### src/rtl/sram_ctrl_pkg.sv
// Shared types and timing defaults for the synchronous SRAM front end.
// The counter width is sized from the longest phase so one timer serves all phases.
package sram_ctrl_pkg;

  typedef enum logic [1:0] {
    IDLE   = 2'd0,
    SETUP  = 2'd1,
    ACCESS = 2'd2,
    HOLD   = 2'd3
  } state_t;

  localparam int DEF_ADDR_SIZE = 18;
  localparam int DEF_WORD_SIZE = 8;
  localparam int DEF_SETUP_CYC = 1;
  localparam int DEF_WR_PULSE  = 2;
  localparam int DEF_RD_WAIT   = 2;
  localparam int DEF_HOLD_CYC  = 1;

  function automatic int max_phase(input int s, input int w, input int r, input int h);
    int m;
    m = s;
    if (w > m) m = w;
    if (r > m) m = r;
    if (h > m) m = h;
    return m;
  endfunction

  // The timer is loaded with (length - 1), so clog2(length) bits suffice; never narrower than 1.
  function automatic int cnt_width(input int s, input int w, input int r, input int h);
    int m;
    m = max_phase(s, w, r, h);
    return (m <= 2) ? 1 : $clog2(m);
  endfunction

  localparam int CNT_W = cnt_width(DEF_SETUP_CYC, DEF_WR_PULSE, DEF_RD_WAIT, DEF_HOLD_CYC);

endpackage

### src/rtl/sram_phase_timer.sv
// Loadable down-counter; o_tc flags the final cycle of the phase currently loaded.
module sram_phase_timer #(
  parameter int W = 1
) (
  input  logic         clk,
  input  logic         rst,
  input  logic         i_load,
  input  logic [W-1:0] i_load_val,
  output logic         o_tc
);

  logic [W-1:0] r_count;

  always_ff @(posedge clk or posedge rst) begin
    if (rst) begin
      r_count <= '0;
    end else if (i_load) begin
      r_count <= i_load_val;
    end else if (r_count != '0) begin
      r_count <= r_count - W'(1);
    end
  end

  assign o_tc = (r_count == '0);

endmodule

### src/rtl/sram_ctrl.sv
// Synchronous request/response front end for an asynchronous SRAM.
// Every SRAM-side pin is driven straight from a flop so bCE/bWE cannot glitch.
module sram_ctrl
  import sram_ctrl_pkg::*;
#(
  parameter int AddressSize = DEF_ADDR_SIZE,
  parameter int WordSize    = DEF_WORD_SIZE,
  parameter int SETUP_CYC   = DEF_SETUP_CYC,
  parameter int WR_PULSE    = DEF_WR_PULSE,
  parameter int RD_WAIT     = DEF_RD_WAIT,
  parameter int HOLD_CYC    = DEF_HOLD_CYC
) (
  input  logic                   clk,
  input  logic                   rst,
  input  logic                   req_valid,
  output logic                   req_ready,
  input  logic                   req_write,
  input  logic [AddressSize-1:0] req_addr,
  input  logic [WordSize-1:0]    req_wdata,
  output logic                   rsp_valid,
  output logic [WordSize-1:0]    rsp_rdata,
  output logic [AddressSize-1:0] sram_addr,
  output logic [WordSize-1:0]    sram_wdata,
  input  logic [WordSize-1:0]    sram_rdata,
  output logic                   sram_bCE,
  output logic                   sram_bWE
);

  localparam int CntW = cnt_width(SETUP_CYC, WR_PULSE, RD_WAIT, HOLD_CYC);

  localparam logic [CntW-1:0] LD_SETUP = CntW'(SETUP_CYC - 1);
  localparam logic [CntW-1:0] LD_WR    = CntW'(WR_PULSE - 1);
  localparam logic [CntW-1:0] LD_RD    = CntW'(RD_WAIT - 1);
  localparam logic [CntW-1:0] LD_HOLD  = CntW'(HOLD_CYC - 1);

  state_t                 r_state;
  state_t                 w_state_next;
  logic                   r_write;
  logic [AddressSize-1:0] r_addr;
  logic [WordSize-1:0]    r_wdata;
  logic                   r_bce;
  logic                   r_bwe;
  logic                   r_rsp_valid;
  logic [WordSize-1:0]    r_rsp_rdata;

  logic                   w_accept;
  logic                   w_tc;
  logic                   w_load;
  logic [CntW-1:0]        w_load_val;
  logic                   w_bce_next;
  logic                   w_bwe_next;
  logic                   w_rsp_valid_next;
  logic                   w_capture;

  assign w_accept = req_valid && (r_state == IDLE);

  sram_phase_timer #(
    .W (CntW)
  ) u_timer (
    .clk        (clk),
    .rst        (rst),
    .i_load     (w_load),
    .i_load_val (w_load_val),
    .o_tc       (w_tc)
  );

  always_ff @(posedge clk or posedge rst) begin
    if (rst) begin
      r_state <= IDLE;
    end else begin
      r_state <= w_state_next;
    end
  end

  // Each transition reloads the timer with the length of the phase being entered.
  always_comb begin
    w_state_next = r_state;
    w_load       = 1'b0;
    w_load_val   = '0;
    unique case (r_state)
      IDLE: begin
        if (w_accept) begin
          w_state_next = SETUP;
          w_load       = 1'b1;
          w_load_val   = LD_SETUP;
        end
      end
      SETUP: begin
        if (w_tc) begin
          w_state_next = ACCESS;
          w_load       = 1'b1;
          w_load_val   = r_write ? LD_WR : LD_RD;
        end
      end
      ACCESS: begin
        if (w_tc) begin
          w_state_next = HOLD;
          w_load       = 1'b1;
          w_load_val   = LD_HOLD;
        end
      end
      HOLD: begin
        if (w_tc) begin
          w_state_next = IDLE;
          w_load       = 1'b1;
          w_load_val   = '0;
        end
      end
      default: begin
        w_state_next = IDLE;
      end
    endcase
  end

  // Pin values are decoded from the next state and registered, so they line up with r_state.
  always_comb begin
    w_bce_next       = !((w_state_next == SETUP) || (w_state_next == ACCESS));
    w_bwe_next       = !((w_state_next == ACCESS) && r_write);
    w_rsp_valid_next = (r_state == ACCESS) && (w_state_next == HOLD);
    w_capture        = w_rsp_valid_next && !r_write;
  end

  always_ff @(posedge clk or posedge rst) begin
    if (rst) begin
      r_bce       <= 1'b1;
      r_bwe       <= 1'b1;
      r_rsp_valid <= 1'b0;
      r_rsp_rdata <= '0;
    end else begin
      r_bce       <= w_bce_next;
      r_bwe       <= w_bwe_next;
      r_rsp_valid <= w_rsp_valid_next;
      if (w_capture) begin
        r_rsp_rdata <= sram_rdata;
      end
    end
  end

  always_ff @(posedge clk or posedge rst) begin
    if (rst) begin
      r_write <= 1'b0;
      r_addr  <= '0;
      r_wdata <= '0;
    end else if (w_accept) begin
      r_write <= req_write;
      r_addr  <= req_addr;
      r_wdata <= req_wdata;
    end
  end

  assign req_ready  = (r_state == IDLE);
  assign rsp_valid  = r_rsp_valid;
  assign rsp_rdata  = r_rsp_rdata;
  assign sram_addr  = r_addr;
  assign sram_wdata = r_wdata;
  assign sram_bCE   = r_bce;
  assign sram_bWE   = r_bwe;

endmodule
### config.mk
export PLATFORM = sky130hd
export DESIGN_NAME = sram_ctrl
export DESIGN_NICKNAME = d
export VERILOG_FILES = /design/src/rtl/sram_ctrl_pkg.sv /design/src/rtl/sram_phase_timer.sv /design/src/rtl/sram_ctrl.sv
export SDC_FILE = /design/constraint.sdc
export NUM_CORES = 1
export LEC_CHECK = 0
export ABC_AREA = 1
export CORE_MARGIN = 4
export CORE_UTILIZATION = 37
export CTS_CLUSTER_DIAMETER = 200
export DETAILED_ROUTE_END_ITERATION = 10
export PLACE_DENSITY = 0.76
export SETUP_SLACK_MARGIN = 0.15
export SLEW_MARGIN = 20
export SYNTH_ARGS = -nofsm -noshare
export SYNTH_HDL_FRONTEND = slang
export SYNTH_SLANG_ARGS = --single-unit
### constraint.sdc
create_clock -name clk -period 1.8 [get_ports clk]
set_clock_uncertainty 0.15 [all_clocks]
set_input_delay 0.36 -clock clk [delete_from_list [all_inputs] [get_ports clk]]
set_output_delay 0.36 -clock clk [all_outputs]
set_load 0.1 [all_outputs]
==> impl_metrics.py, run 1 <==
metrics = {
    "outcome": {
        "status": "complete, no violations",
    },
    "sta": {
        "worst_slew_pin_slew_ns": 0.390,
        "slew_viol_final": 0,
        "fin_setup_tns_ns": 0,
        "min_period_ns": 1.68,
        "setup_viol": 0,
        "hold_violations": 0,
        "fmax_mhz": 595,
        "period_share": 0.934,
        "rsz0062_at_grt": "yes",
        "maxSlewHeadroom": 0.740,
    },
    "clocking": {
        "clkLatencyLatePin_ns": 0.29,
        "ctsHoldBuffers": 0,
        "tritoncts": "done",
        "cts.sinks": 41,
        "h-tree-depth": 2,
        "clockRootBuffer": "clkbuf_8",
        "cts_made_buffers": 5,
        "cts_max_path_buffers": 2,
        "clk_pin_slew_worst_paths_ns": 0.08,
    },
    "final_layout": {
        "nFillCells": 331,
        "multi_input_area_um2": 582,
        "drive_above_1_share": 0.312,
        "fin_util": 0.693,
        "final_nets": 302,
        "ff_latch_area_mm2": 0.00103,
        "diodes": 0,
        "syn_to_final_growth_pct": 81.2,
    },
    "critical_path": {
        "rrSetupSlack_ns": 0.12,
        "critPathLaunchType": "flip-flop",
        "crit_fanout": 8,
        "crit_path_end_kind": "flip-flop",
        "critPathKind": "flip-flop to flip-flop",
        "r2r_cells": 10,
        "worstPathRequired_ns": 1.83,
        "regToRegStartpoint": "r_state[0]",
        "worstPathArrival_ns": 1.71,
        "crit_path_start": "r_state[0]",
    },
    "yosys": {
        "synth_top_cell_area_share": 0.586,
        "ys_top_cells_by_area": "dfrtp_1, nand2_1, nand2_2",
        "synthCells": 176,
        "syn_area_per_cell_um2": 9.46,
        "synthesis.area_mm2": 0.00167,
        "dominantRegCellSynth": "dfrtp_1",
        "ys_async_sr_fraction": 1.00,
        "syn_nets": 216,
        "synth_seq_area_share": 0.618,
        "ys_types": 18,
        "synth_most_common_cell": "nand2_1",
        "synth_top_cell_by_area": "dfrtp_1",
        "netlist_top_cells_count": "nand2_1, dfrtp_1, nand2_2",
        "synth_edf_count": 0,
        "synth_seq_cells": 41,
        "synth_warnings": 0,
    },
    "floorplan": {
        "start_util": 0.382,
        "core_area_mm2": 0.00435,
        "fp.dieW_um": 75.1,
        "rows": 24,
        "die_h_um": 75.1,
        "die_area_mm2": 0.00564,
        "io_pins": 76,
    },
    "place": {
        "portBuffers": 75,
        "dp_hpwl_mm": 3.11,
        "place_congestion": 0.713,
    },
    "routing": {
        "wirelength_mm": 4.31,
        "wl_per_cell_um": 13.7,
        "vias": 1434,
        "drcViolationCount": 0,
        "first_iter_violations": 83,
        "ant_nets": 0,
        "dr.pass1.iters": 4,
        "viasPerCell": 4.55,
    },
    "global_routing": {
        "grt_pass1_wl_mm": 6.63,
        "grt_usage": 0.158,
        "grt-ovfl-total": 0,
        "first_global_vias": 1445,
        "grt_max_degree": 42,
        "antenna_found_initial": 0,
    },
    "run": {
        "maxCapViolations": 0,
    },
    "hold_path": {
        "hold_path.class": "primary input to async pin",
    },
}
## layout by cell type (no fill, tap or decap), types with 2 or more instances in the layout
master,count
clkdlybuf4s50_1,37
clkbuf_1,3
buf_12,39
dfrtp_1,37
nor2_1,2
nand2_1,88
clkbuf_8,5
nand4_1,9
dfrtp_2,2
buf_4,8
dfstp_2,2
inv_1,2
inv_2,3
nand2_4,2
nand2_2,15
clkinv_1,2
## final timing paths
| path | end |
|---|---|
| hold reg to reg | sram_bWE |
| hold / removal | rsp_rdata[2] |
| min in group clk | sram_bWE |
| setup reg to reg | rsp_rdata[7] |
| max in group asynchronous | sram_bWE |
| setup / recovery | rsp_rdata[7] |
## timing repair
action,in CTS,in global routing
buffers inserted,1,4
cloned,0,0
pin swaps,1,5
endpoints found under the setup margin,9,36
gates resized for setup,3,11
## kinds of logic (layout without fill, tap and decap cells)
| group | count (synthesis) | in the layout | synth area share |
|---|---|---|---|
| xor+xnor | 1 | 1 | 0.00526 |
| fa+ha+maj | 2 | 2 | 0.0150 |
| simple gates | 118 | 118 | 0.305 |
| flops | 41 | 41 | 0.618 |
| buf+inv | 14 | 101 | 0.0571 |
## routing by layer
layer  wire length (µm)  global-route usage
met5                  0                   0
met4                114              0.0652
met3                323              0.0441
met2               2240               0.266
met1               1640               0.189
## flip-flops by register name (all words and copies together), names as in the netlist
signal           flops
sram_addr           18
rsp_rdata            8
sram_wdata           8
r_state              2
r_write              1
rsp_valid            1
sram_bCE             1
sram_bWE             1
u_timer.r_count      1
## cell type report
class,count,share of cell area
Tap cell,52,0.0216
Multi-Input combinational cell,121,0.193
Clock buffer,8,0.0265
Sequential cell,41,0.342
Timing Repair Buffer,85,0.405
Inverter,8,0.0124
## metrics by stage
stage | area [µm²] | cells | hold slack (ns) | worst slack, ns
after global routing | 3020 | 315 | 0.296 | 0.0412
after global placement | 2870 | 302 | 0.293 | -0.0168
after floorplan | 1690 | 176 | 0.267 | -0.408
final | 3020 | 315 | 0.248 | 0.119
after CTS | 2970 | 311 | 0.265 | 0.144
after detailed placement | 2870 | 302 | 0.298 | -0.0565
## critical path, cell delays in order (launching register included)
cell and delay (ns):
dfrtp_2 0.45, inv_2 0.10, nand2_2 0.06, nand2_2 0.08, nand2_2 0.08, nand2_4 0.09
ha_4 0.14, nand4_1 0.12, buf_6 0.17, nand2_1 0.06, nand2_1 0.05
Power of run 1 is left out: the tool's default activity adds up to more than one toggle a clock period on the data nets, which glitch-free logic cannot reach.
==> inputs of run 2 (changes only) <==
--- a/config.mk
+++ b/config.mk
@@ -6,11 +6,14 @@
 export NUM_CORES = 1
 export LEC_CHECK = 0
 export ABC_AREA = 1
+export ABC_CLOCK_PERIOD_IN_PS = 1800
+export CORE_ASPECT_RATIO = 0.5
 export CORE_MARGIN = 4
 export CORE_UTILIZATION = 37
 export CTS_CLUSTER_DIAMETER = 200
 export DETAILED_ROUTE_END_ITERATION = 10
 export PLACE_DENSITY = 0.76
+export REMOVE_ABC_BUFFERS = 1
 export SETUP_SLACK_MARGIN = 0.15
 export SLEW_MARGIN = 20
 export SYNTH_ARGS = -nofsm -noshare
==> run 2 against run 1 <==
- maximum frequency grew 0.37%
- sequential cell count unchanged
- design area increased by 1.9%
- core utilization rose by 5.6 points
- final cell count grew 1.3%
- non-clock buffer count rose by 2
- register-to-register slack hardly changed
- via count up 4.7%
- largest cell class unchanged
==> impl_metrics.py, run 2 (synthesized netlist as in run 1, its figures left out) <==
metrics = {
    "global_routing": {
        "grt_usage": 0.173,
        "grt-ovfl-total": 0,
        "grt_max_degree": 28,
        "first_global_vias": 1571,
        "grt_pass1_wl_mm": 7.56,
        "antenna_found_initial": 0,
    },
    "clocking": {
        "clkLatencyLatePin_ns": 0.30,
        "h-tree-depth": 2,
        "clockRootBuffer": "clkbuf_8",
        "cts.sinks": 41,
        "cts_made_buffers": 5,
        "cts_max_path_buffers": 2,
        "tritoncts": "done",
        "clk_pin_slew_worst_paths_ns": 0.08,
        "ctsHoldBuffers": 0,
    },
    "sta": {
        "slew_viol_final": 0,
        "maxSlewHeadroom": 0.614,
        "hold_violations": 0,
        "fin_ws_ns": 0.125,
        "setup_viol": 0,
        "rsz0062_at_grt": "yes",
        "worst_slew_pin_slew_ns": 0.575,
        "min_period_ns": 1.67,
        "fmax_mhz": 597,
        "period_share": 0.930,
    },
    "floorplan": {
        "start_util": 0.406,
        "die_h_um": 55.4,
        "fp.dieW_um": 103,
        "die_area_mm2": 0.00570,
        "io_pins": 76,
        "core_area_mm2": 0.00410,
        "rows": 16,
    },
    "critical_path": {
        "critical_path.top_delay_family": "simple AND/OR/NAND/NOR gates",
        "worstPathCellList": "inv_2 -> nand2_2 -> nand2_1 -> nand2_2 -> nand2_4 -> ha_4 -> nand4_1 -> buf_6 -> nand2_1 -> nand2_1",
        "regToRegStartpoint": "r_state[0]",
        "critPathKind": "flip-flop to flip-flop",
        "crit_path_end_kind": "flip-flop",
        "cpMostUsedCell": "nand2_1",
        "worstPathArrival_ns": 1.72,
        "crit_fanout": 8,
        "worstPathRequired_ns": 1.85,
        "path_buf_inv": 2,
        "crit_path_start": "r_state[0]",
        "slowest_delay_ns": 0.46,
        "critPathLaunchType": "flip-flop",
        "cp_slowest_cell": "dfrtp_2",
    },
    "routing": {
        "first_iter_violations": 82,
        "viasPerCell": 4.71,
        "drcViolationCount": 0,
        "wl_per_cell_um": 15.6,
        "dr.pass1.iters": 4,
        "wirelength_mm": 4.98,
        "ant_nets": 0,
        "vias": 1502,
    },
    "final_layout": {
        "diodes": 0,
        "fin_util": 0.749,
        "largest_reg_flops": 18,
        "final_common_cell": "nand2_1",
        "drive_above_1_share": 0.309,
        "final_nets": 304,
        "syn_to_final_growth_pct": 84.6,
        "nFillCells": 252,
        "mostFrequentLayoutCells": "nand2_1, buf_12, clkdlybuf4s50_1, dfrtp_1, nand2_2",
    },
    "place": {
        "place_ws_ns": -0.0488,
        "dp_hpwl_mm": 3.46,
        "portBuffers": 75,
        "place_congestion": 0.860,
    },
    "outcome": {
        "status": "complete, no violations",
    },
    "run": {
        "maxCapViolations": 0,
    },
    "hold_path": {
        "hold_path.class": "primary input to async pin",
    },
}
[run 2: layout make-up]
class / count / area [µm²] / area share
Timing Repair Buffer: 87 / 1250 / 0.407
Sequential cell: 41 / 1030 / 0.335
Multi-Input combinational cell: 121 / 577 / 0.188
Clock buffer: 7 / 86.3 / 0.0281
Tap cell: 54 / 67.6 / 0.0220
Inverter: 8 / 32.5 / 0.0106
Clock inverter: 1 / 30.0 / 0.00977
[run 2: metrics by stage]
stage / hold slack (ns) / instances / area, µm² / TNS (ns)
final: 0.219 / 319 / 3070 / 0
after detailed placement: 0.305 / 306 / 2880 / -0.284
after CTS: 0.205 / 314 / 3010 / 0
after floorplan: 0.267 / 170 / 1600 / -8.85
after global placement: 0.291 / 306 / 2880 / 0
after global routing: 0.226 / 319 / 3070 / 0
[run 2: path summary, 6_finish.rpt]
kind                                  to  slack, ns  cells past startpoint
max                         rsp_rdata[4]       0.13                     10
min                         rsp_rdata[1]       0.22                      2
max reg2reg                 rsp_rdata[4]       0.13                     10
min reg2reg                     sram_bWE       0.32                      1
max in group asynchronous  sram_addr[14]       0.79                      3
min in group clk                sram_bWE       0.32                      1
[run 2: timing repair]
item | in CTS | in global routing
setup buffers | 0 | 5
gates resized for setup | 3 | 9
hold endpoints to repair | 0 | 0
setup endpoints to repair | 9 | 9
pin swaps | 1 | 4
[run 2: per-layer routing]
layer,routed length (µm),vias up,global-route usage
met2,2690,46,0.297
met5,0,-,0
li1,-,715,-
met1,1920,728,0.196
met4,141,0,0.0867
met3,235,13,0.0452
Power of run 2 is left out for the same reason.
